`src/rtl/rr_recovery_ctrl.sv`:
```
// Rename History Table pointer owner and flush-recovery sequencer: walks squashed
// RHT entries youngest-first, restoring RAT mappings and returning pregs to the free list.
module rr_recovery_ctrl #(
    parameter int P_REGISTERS = 64,
    parameter int L_REGISTERS = 32,
    parameter int C_NUM       = 4,
    parameter int K           = 32,
    parameter int INSTR_COUNT = 2
) (
    input  logic                               clk,
    input  logic                               rst_n,
    input  logic [$clog2(INSTR_COUNT+1)-1:0]   alloc_cnt,
    input  logic [$clog2(INSTR_COUNT+1)-1:0]   commit_cnt,
    input  logic                               flush_en,
    input  logic [$clog2(C_NUM*K)-1:0]         flush_rht_id,
    output logic [$clog2(C_NUM*K)-1:0]         rht_tail,
    output logic [$clog2(C_NUM*K)-1:0]         rht_head,
    output logic [$clog2(C_NUM*K):0]           rht_count,
    output logic                               rht_ready,
    output logic                               rht_rd_en,
    output logic [$clog2(C_NUM*K)-1:0]         rht_rd_addr,
    input  logic                               rht_rd_valid,
    input  logic [$clog2(L_REGISTERS)-1:0]     rht_rd_lreg,
    input  logic [$clog2(P_REGISTERS)-1:0]     rht_rd_preg,
    input  logic [$clog2(P_REGISTERS)-1:0]     rht_rd_ppreg,
    output logic                               rat_wr_en,
    output logic [$clog2(L_REGISTERS)-1:0]     rat_wr_lreg,
    output logic [$clog2(P_REGISTERS)-1:0]     rat_wr_preg,
    output logic                               fl_push_en,
    output logic [$clog2(P_REGISTERS)-1:0]     fl_push_preg,
    output logic                               rec_busy,
    output logic                               rec_done,
    output logic                               flush_err
);

    localparam int DEPTH = C_NUM * K;
    localparam int AW    = $clog2(DEPTH);
    localparam logic [AW:0] READY_MAX = (AW+1)'(DEPTH - INSTR_COUNT);

    typedef enum logic [1:0] {
        S_IDLE  = 2'd0,
        S_WALK  = 2'd1,
        S_DRAIN = 2'd2
    } state_e;

    state_e         state_q, state_d;
    logic [AW-1:0]  head_q, head_d;
    logic [AW-1:0]  tail_q, tail_d;
    logic [AW:0]    count_q, count_d;
    logic [AW-1:0]  rd_ptr_q, rd_ptr_d;
    logic [AW-1:0]  stop_q, stop_d;
    logic           rd_pend_q, rd_pend_d;
    logic           rec_busy_q, rec_busy_d;
    logic           rec_done_q, rec_done_d;
    logic           flush_err_q, flush_err_d;

    logic [AW-1:0]  alloc_a, commit_a, flush_off;
    logic [AW:0]    alloc_w, commit_w;
    logic           in_range, is_empty;

    assign alloc_a   = AW'(alloc_cnt);
    assign commit_a  = AW'(commit_cnt);
    assign alloc_w   = (AW+1)'(alloc_cnt);
    assign commit_w  = (AW+1)'(commit_cnt);

    // Distance from head decides membership; count_q covers the full case where head == tail.
    assign flush_off = flush_rht_id - head_q;
    assign in_range  = ({1'b0, flush_off} < count_q);
    assign is_empty  = ({1'b0, flush_off} == count_q);

    assign rht_ready = (count_q <= READY_MAX) && !rec_busy_q;

    always_comb begin
        state_d     = state_q;
        head_d      = head_q + commit_a;
        tail_d      = tail_q;
        count_d     = count_q - commit_w;
        rd_ptr_d    = rd_ptr_q;
        stop_d      = stop_q;
        rd_pend_d   = 1'b0;
        rec_busy_d  = rec_busy_q;
        rec_done_d  = 1'b0;
        flush_err_d = 1'b0;
        case (state_q)
            S_IDLE: begin
                if (flush_en) begin
                    if (in_range) begin
                        state_d    = S_WALK;
                        rd_ptr_d   = tail_q - 1'b1;
                        stop_d     = flush_rht_id;
                        rec_busy_d = 1'b1;
                    end else if (is_empty) begin
                        rec_done_d = 1'b1;
                    end else begin
                        flush_err_d = 1'b1;
                    end
                end else if (rht_ready) begin
                    tail_d  = tail_q + alloc_a;
                    count_d = count_q + alloc_w - commit_w;
                end
            end
            S_WALK: begin
                rd_pend_d   = 1'b1;
                flush_err_d = flush_en;
                if (rd_ptr_q == stop_q) begin
                    state_d = S_DRAIN;
                end else begin
                    rd_ptr_d = rd_ptr_q - 1'b1;
                end
            end
            S_DRAIN: begin
                state_d     = S_IDLE;
                tail_d      = stop_q;
                count_d     = {1'b0, stop_q - head_d};
                rec_busy_d  = 1'b0;
                rec_done_d  = 1'b1;
                flush_err_d = flush_en;
            end
            default: begin
                state_d    = S_IDLE;
                rec_busy_d = 1'b0;
            end
        endcase
    end

    always_ff @(posedge clk or negedge rst_n) begin
        if (!rst_n) begin
            state_q     <= S_IDLE;
            head_q      <= '0;
            tail_q      <= '0;
            count_q     <= '0;
            rd_ptr_q    <= '0;
            stop_q      <= '0;
            rd_pend_q   <= 1'b0;
            rec_busy_q  <= 1'b0;
            rec_done_q  <= 1'b0;
            flush_err_q <= 1'b0;
        end else begin
            state_q     <= state_d;
            head_q      <= head_d;
            tail_q      <= tail_d;
            count_q     <= count_d;
            rd_ptr_q    <= rd_ptr_d;
            stop_q      <= stop_d;
            rd_pend_q   <= rd_pend_d;
            rec_busy_q  <= rec_busy_d;
            rec_done_q  <= rec_done_d;
            flush_err_q <= flush_err_d;
        end
    end

    assign rht_tail     = tail_q;
    assign rht_head     = head_q;
    assign rht_count    = count_q;
    assign rht_rd_en    = (state_q == S_WALK);
    assign rht_rd_addr  = rd_ptr_q;
    // Read data lands one cycle after the strobe; rd_pend_q marks that return cycle.
    assign rat_wr_en    = rd_pend_q & rht_rd_valid;
    assign rat_wr_lreg  = rht_rd_lreg;
    assign rat_wr_preg  = rht_rd_ppreg;
    assign fl_push_en   = rd_pend_q & rht_rd_valid;
    assign fl_push_preg = rht_rd_preg;
    assign rec_busy     = rec_busy_q;
    assign rec_done     = rec_done_q;
    assign flush_err    = flush_err_q;

    a_alloc_when_ready: assert property (@(posedge clk) disable iff (!rst_n)
        (alloc_cnt != '0) |-> rht_ready);

endmodule

```
`config.mk`:
```
export PLATFORM = sky130hd
export DESIGN_NAME = rr_recovery_ctrl
export DESIGN_NICKNAME = d
export VERILOG_FILES = /design/src/rtl/rr_recovery_ctrl.sv
export SDC_FILE = /design/constraint.sdc
export NUM_CORES = 1
export LEC_CHECK = 0
export ABC_AREA = 1
export BUFFER_PORTS_ARGS = -buffer_cell sky130_fd_sc_hd__buf_2
export CORE_AREA = 4 4 99 82
export CTS_CLUSTER_SIZE = 25
export DETAILED_ROUTE_END_ITERATION = 10
export DIE_AREA = 0 0 103 86
export PLACE_DENSITY = 0.88
export SYNTH_ARGS = -nofsm -noshare
export SYNTH_HDL_FRONTEND = slang
export SYNTH_SLANG_ARGS = --single-unit
```
`constraint.sdc`:
```
create_clock -name clk -period 3.45 [get_ports clk]
set_clock_uncertainty 0.05 [all_clocks]
set_input_delay 0.5175 -clock clk [delete_from_list [all_inputs] [get_ports clk]]
set_output_delay 0.5175 -clock clk [all_outputs]
set_load 0.005 [all_outputs]
```
* Word-level counts from Yosys, hierarchy flattened *
Index checks and enable logic that the tools add are counted.

word-level totals
  bits in registers = 42
  output and inout bits = 53
  word-level logic and storage cells = 70

cells by class
  add/sub/neg operators = 9
  order comparisons = 2
  eq/ne operators = 10
  multiplexer cells = 26
  bitwise gates (word level) = 2
  reduce and logical (&&, ||, !) cells = 11

operators by type and width
  kind                 number
  $mux 7               5
  $pmux 7 s2           2
  $mux 8               2
  $pmux 8 s2           1
  $sub 8x2->8          2
  $add 7x2->7          2
  $sub 7x1->7 const B  2
  $sub 7x7->7          2
  $reduce_and 3->1     4
  $ne 2x2->1 const B   5
  $mux 1               9
  $add 8x2->8          1
  $eq 7x8->1           1
  $le 8x7->1 const B   1
  $lt 7x8->1           1
  $eq 7x7->1           1
  $mux 2               3
  $pmux 1 s2           3
  $pmux 2 s2           1
  $reduce_and 4->1     1
  $reduce_bool 2->1    2
  $eq 2x1->1 const B   1
  $eq 2x2->1 const B   1
  $logic_not 2->1      1
  other kinds (6)      6

* Logic depth before layout (Yosys ltp) *
  depth after elaboration = 6
  depth in mapped cells = 20
  gate-level depth less buffers = 20

* Worst setup path after synthesis *
OpenSTA, ideal clock, no wires.

  path kind = input-to-reg
  from = input flush_rht_id[0]
  to = register rd_ptr_q[0], in the netlist rht_rd_addr[0]
  library setup time = 117 ps
  arrival time = 2705 ps
  path slack = 578 ps
  stages = 19
  path buffers = 0
  cells stage by stage = inv_1 ha_1 inv_1 fa_1 nand3_1 nand3_1 nand2_1 nand2_1 a21oi_1 xor2_1 ha_1 inv_1 nor2_1 a22oi_1 nand3_1 nand2_2 nand2_2 nand2_1 nand2_1

on the way
  cells in the longest elaborated chain, start to end = 4

ends and longest elaborated chain
  element                            line  RTL
  start: declaration                 15    input logic [$clog2(C_NUM*K)-1:0] flush_rht_id,
  $sub 7x7->7                        67    assign flush_off = flush_rht_id - head_q;
  $lt 7x8->1                         68    assign in_range = ({1'b0, flush_off} < count_q);
  $ne 2x2->1 (no source line)        --
  $reduce_and 4->1 (no source line)  --
  end signal: assignment             143   rd_ptr_q <= rd_ptr_d;
  end: declaration                   50    logic [AW-1:0] rd_ptr_q, rd_ptr_d;

No other way between the ends.
A chain may end at the register's enable or synchronous reset.

* Worst setup path in the final report *
  from = register head_q[0], in the netlist rht_head[0]
  to = register rec_busy_q, in the netlist rec_busy

on the way
  cells in the longest elaborated chain, start to end = 4

ends and longest elaborated chain
  element                            line  RTL
  start: declaration                 47    logic [AW-1:0] head_q, head_d;
  start signal: assignment           129   head_q <= '0;
  start signal: assignment           140   head_q <= head_d;
  $sub 7x7->7                        67
  $lt 7x8->1                         68
  $ne 2x2->1 (no source line)        --
  $reduce_and 3->1 (no source line)  --
  end signal: assignment             146   rec_busy_q <= rec_busy_d;
  end: declaration                   53    logic rec_busy_q, rec_busy_d;

No other way between the ends.

==> results.toml <==
[status]
status = "completed"

[routing]
vias_per_cell = 5.406
drtIter0Drc = 252
wl_met3_um = 790
wl_met1_um = 4515
wl_per_cell_um = 15.01
totalWireLength_um = 9727
vias = 3503
drc = 0
top_layer = "met4"
firstDrtPassIters = 6
met2_length_um = 4170
drtAntennaViolNets = 0

[cts]
clock_sinks = 42
ctsHoldBuffers = 0
clock-root-buffer = "clkbuf_8"
h-tree-depth = 2
post_cts_buffers = 0
cts_buffers = 5
clk_pin_slew_ns = 0.09
cts_tree = "yes"
cts-resized-gates = 0
clockBufferDepth = 2
clk_latency_ns = 0.31

[power_and_ir_drop]
power_w = 0.004882
power_leakage_nw = 2.307
ir_drop_mv = 0.4883
power-per-cell-area_nw_per_um2 = 1171

[floorplanning]
rows = 28
die_area_um2 = 8858
die-height_um = 86
ios = 85
core_area_um2 = 7217
start_util_pct = 53.17
die_w_um = 103

[synthesis]
synth_seq_cells = 42
yosysTopAreaCell = "dfrtp_1"
synthDistinctLibCells = 37
synth_nets = 605
ys_top_cells_by_count = "nand2_1, inv_1, nand3_1"
synth_area_um2 = 3837
yosys_warnings = 0
synth_top_area_share_pct = 27.39
synth.most_common_cell = "nand2_1"
netlist_instances = 522
avgSynthCellArea_um2 = 7.351
synth_ff_type = "dfrtp_1"
ys_seq_area_share_pct = 27.39
synth_edf_count = 0
async_reset_ff_share_pct = 100.0
synth_area_leaders = "dfrtp_1, ha_1, nand2_1"

[sta]
period_share_pct = 88.08
fin_tns_setup_ns = 0
setup_slack_ns = 0.4112
drv_slew = 0
relSlewSlack_pct = 33.68
worst_pin_slew_ns = 0.9948
fmax_mhz = 329.1
period_minus_slack_ns = 3.039
rsz0062_at_grt = "false"
hold_viol = 0
holdWs_ns = 0.3176
setup_viol = 0

[placement]
place_congestion = 0.8551
numPortBuffers = 50
dp_slack_ns = 0.1947
hpwl_um = 7794

[worst_hold_path]
hp-class = "primary input to async pin"

[global_routing]
grt_first_pass_wirelength_um = 15980
grt-ovfl-total = 0
antenna_found_initial = 0
grt_pass1_vias = 3403
grt_max_degree = 43
track_usage_pct = 22.79

[critical_path]
path_buf_inv = 3
slowest_stage = "fa_1"
critPathRequiredTime_ns = 3.63
r2r_slack_ns = 0.41
crit_chain = "ha_1 > inv_1 > fa_1 > nand3_1 > nand3_1 > nand2_1 > nand2_1 > a21oi_1 > xor2_1 > ha_1 > inv_1 > nor2_1 > a22oi_1 > nand2_2 > nor2_4 > inv_1 > o21ai_0"
cp-start-kind = "register"
slowest_delay_ns = 0.41
crit_arrival_ns = 3.22
path_max_fanout = 15
critical_path.top_delay_family = "simple AND/OR/NAND/NOR gates"
cp-end-kind = "register"
crit_top_cell = "inv_1"
criticalPathCategory = "register to register"

[cells_and_area]
nets = 640
antenna_cells = 0
syn2layout_area_growth_pct = 8.640
drive_above_1_share_pct = 14.34

[flow_run]
maxCapViolations = 0
[sequential cells by signal (all words and copies together), names as in the netlist]
name and flops:
rht_count 8, rht_rd_addr 7, rec_busy 1, rd_pend_q 1, stop_q 7, rec_done 1
state_q 2, rht_head 7, rht_tail 7, flush_err 1
[metrics by stage]
stage / instances / instance area [um^2] / util [%]
after detailed placement: 640 / 4031 / 55.86
after floorplan: 522 / 3837 / -
final: 648 / 4169 / 57.77
after global placement: 640 / 4031 / 55.86
after global routing: 648 / 4169 / 57.77
after CTS: 648 / 4169 / 57.77
[power by group]
group,switching (W),internal [W]
Sequential,0.000298,0.000739
Combinational,0.00206,0.00129
Clock,0.000197,0.000290
[path summary, 6_finish.rpt]
kind                                   startpoint                          to  cells after the start
max                         rht_head[0]$_DFF_PN0_        rec_busy$_DFFE_PN0P_                     17
min                                         rst_n  rht_rd_addr[3]$_DFFE_PN0P_                      1
max reg2reg                 rht_head[0]$_DFF_PN0_        rec_busy$_DFFE_PN0P_                     17
min reg2reg                state_q[0]$_DFFE_PN0P_      state_q[0]$_DFFE_PN0P_                      2
max in group asynchronous                   rst_n        rec_busy$_DFFE_PN0P_                      1
min in group clk                  flush_rht_id[0]       stop_q[0]$_DFFE_PN0P_                      3
[cell type report]
type	instances	area, um^2
fill	673	3048
multi-input combinational	374	2298
sequential	42	1051
tap	90	112.6
timing repair buffer	51	257.7
inverter	83	311.5
clock inverter	3	68.82
clock buffer	5	68.82
[placed cells by master, fill, tap and decap left out, drive strengths merged]
cell type and n:
a21boi 1, a21o 1, a21oi 17, a22oi 1, a31oi 1, and3 1
buf 51, bufinv 2, clkbuf 5, clkinv 1, dfrtp 42, fa 7
ha 44, inv 83, nand2 145, nand3 50, nand3b 2, nand4 11
nor2 25, nor3 1, nor4 1, o211ai 1, o21ai 32, o21bai 3
o22ai 1, or2 5, xnor2 9, xor2 15
[metal layers]
| metal | GRT usage, % | up-vias |
|---|---|---|
| met2 | 33.78 | 152 |
| met3 | 4.634 | 35 |
| met4 | 7.647 | 0 |
| met1 | 33.08 | 1594 |
| li1 | - | 1722 |
| met5 | 0 | - |
[cell families (layout without fill, tap and decap cells)]
kind of cell    Yosys count  after routing  synth area share, %
simple gates            241            241                27.84
buf+inv                 106            142                12.72
compound gates           58             58                8.576
fa+ha+maj                51             51                18.00
flops                    42             42                27.39
xor+xnor                 24             24                5.478
[worst reg2reg max path: stages, from the launching register on]
cell and delay, ns:
dfrtp_1 0.39, ha_1 0.15, inv_1 0.06, fa_1 0.41
nand3_1 0.11, nand3_1 0.11, nand2_1 0.08, nand2_1 0.05
a21oi_1 0.15, xor2_1 0.17, ha_1 0.24, inv_1 0.06
nor2_1 0.04, a22oi_1 0.22, nand2_2 0.13, nor2_4 0.29
inv_1 0.10, o21ai_0 0.15
Note: power is estimated with default switching activity, not from simulation.
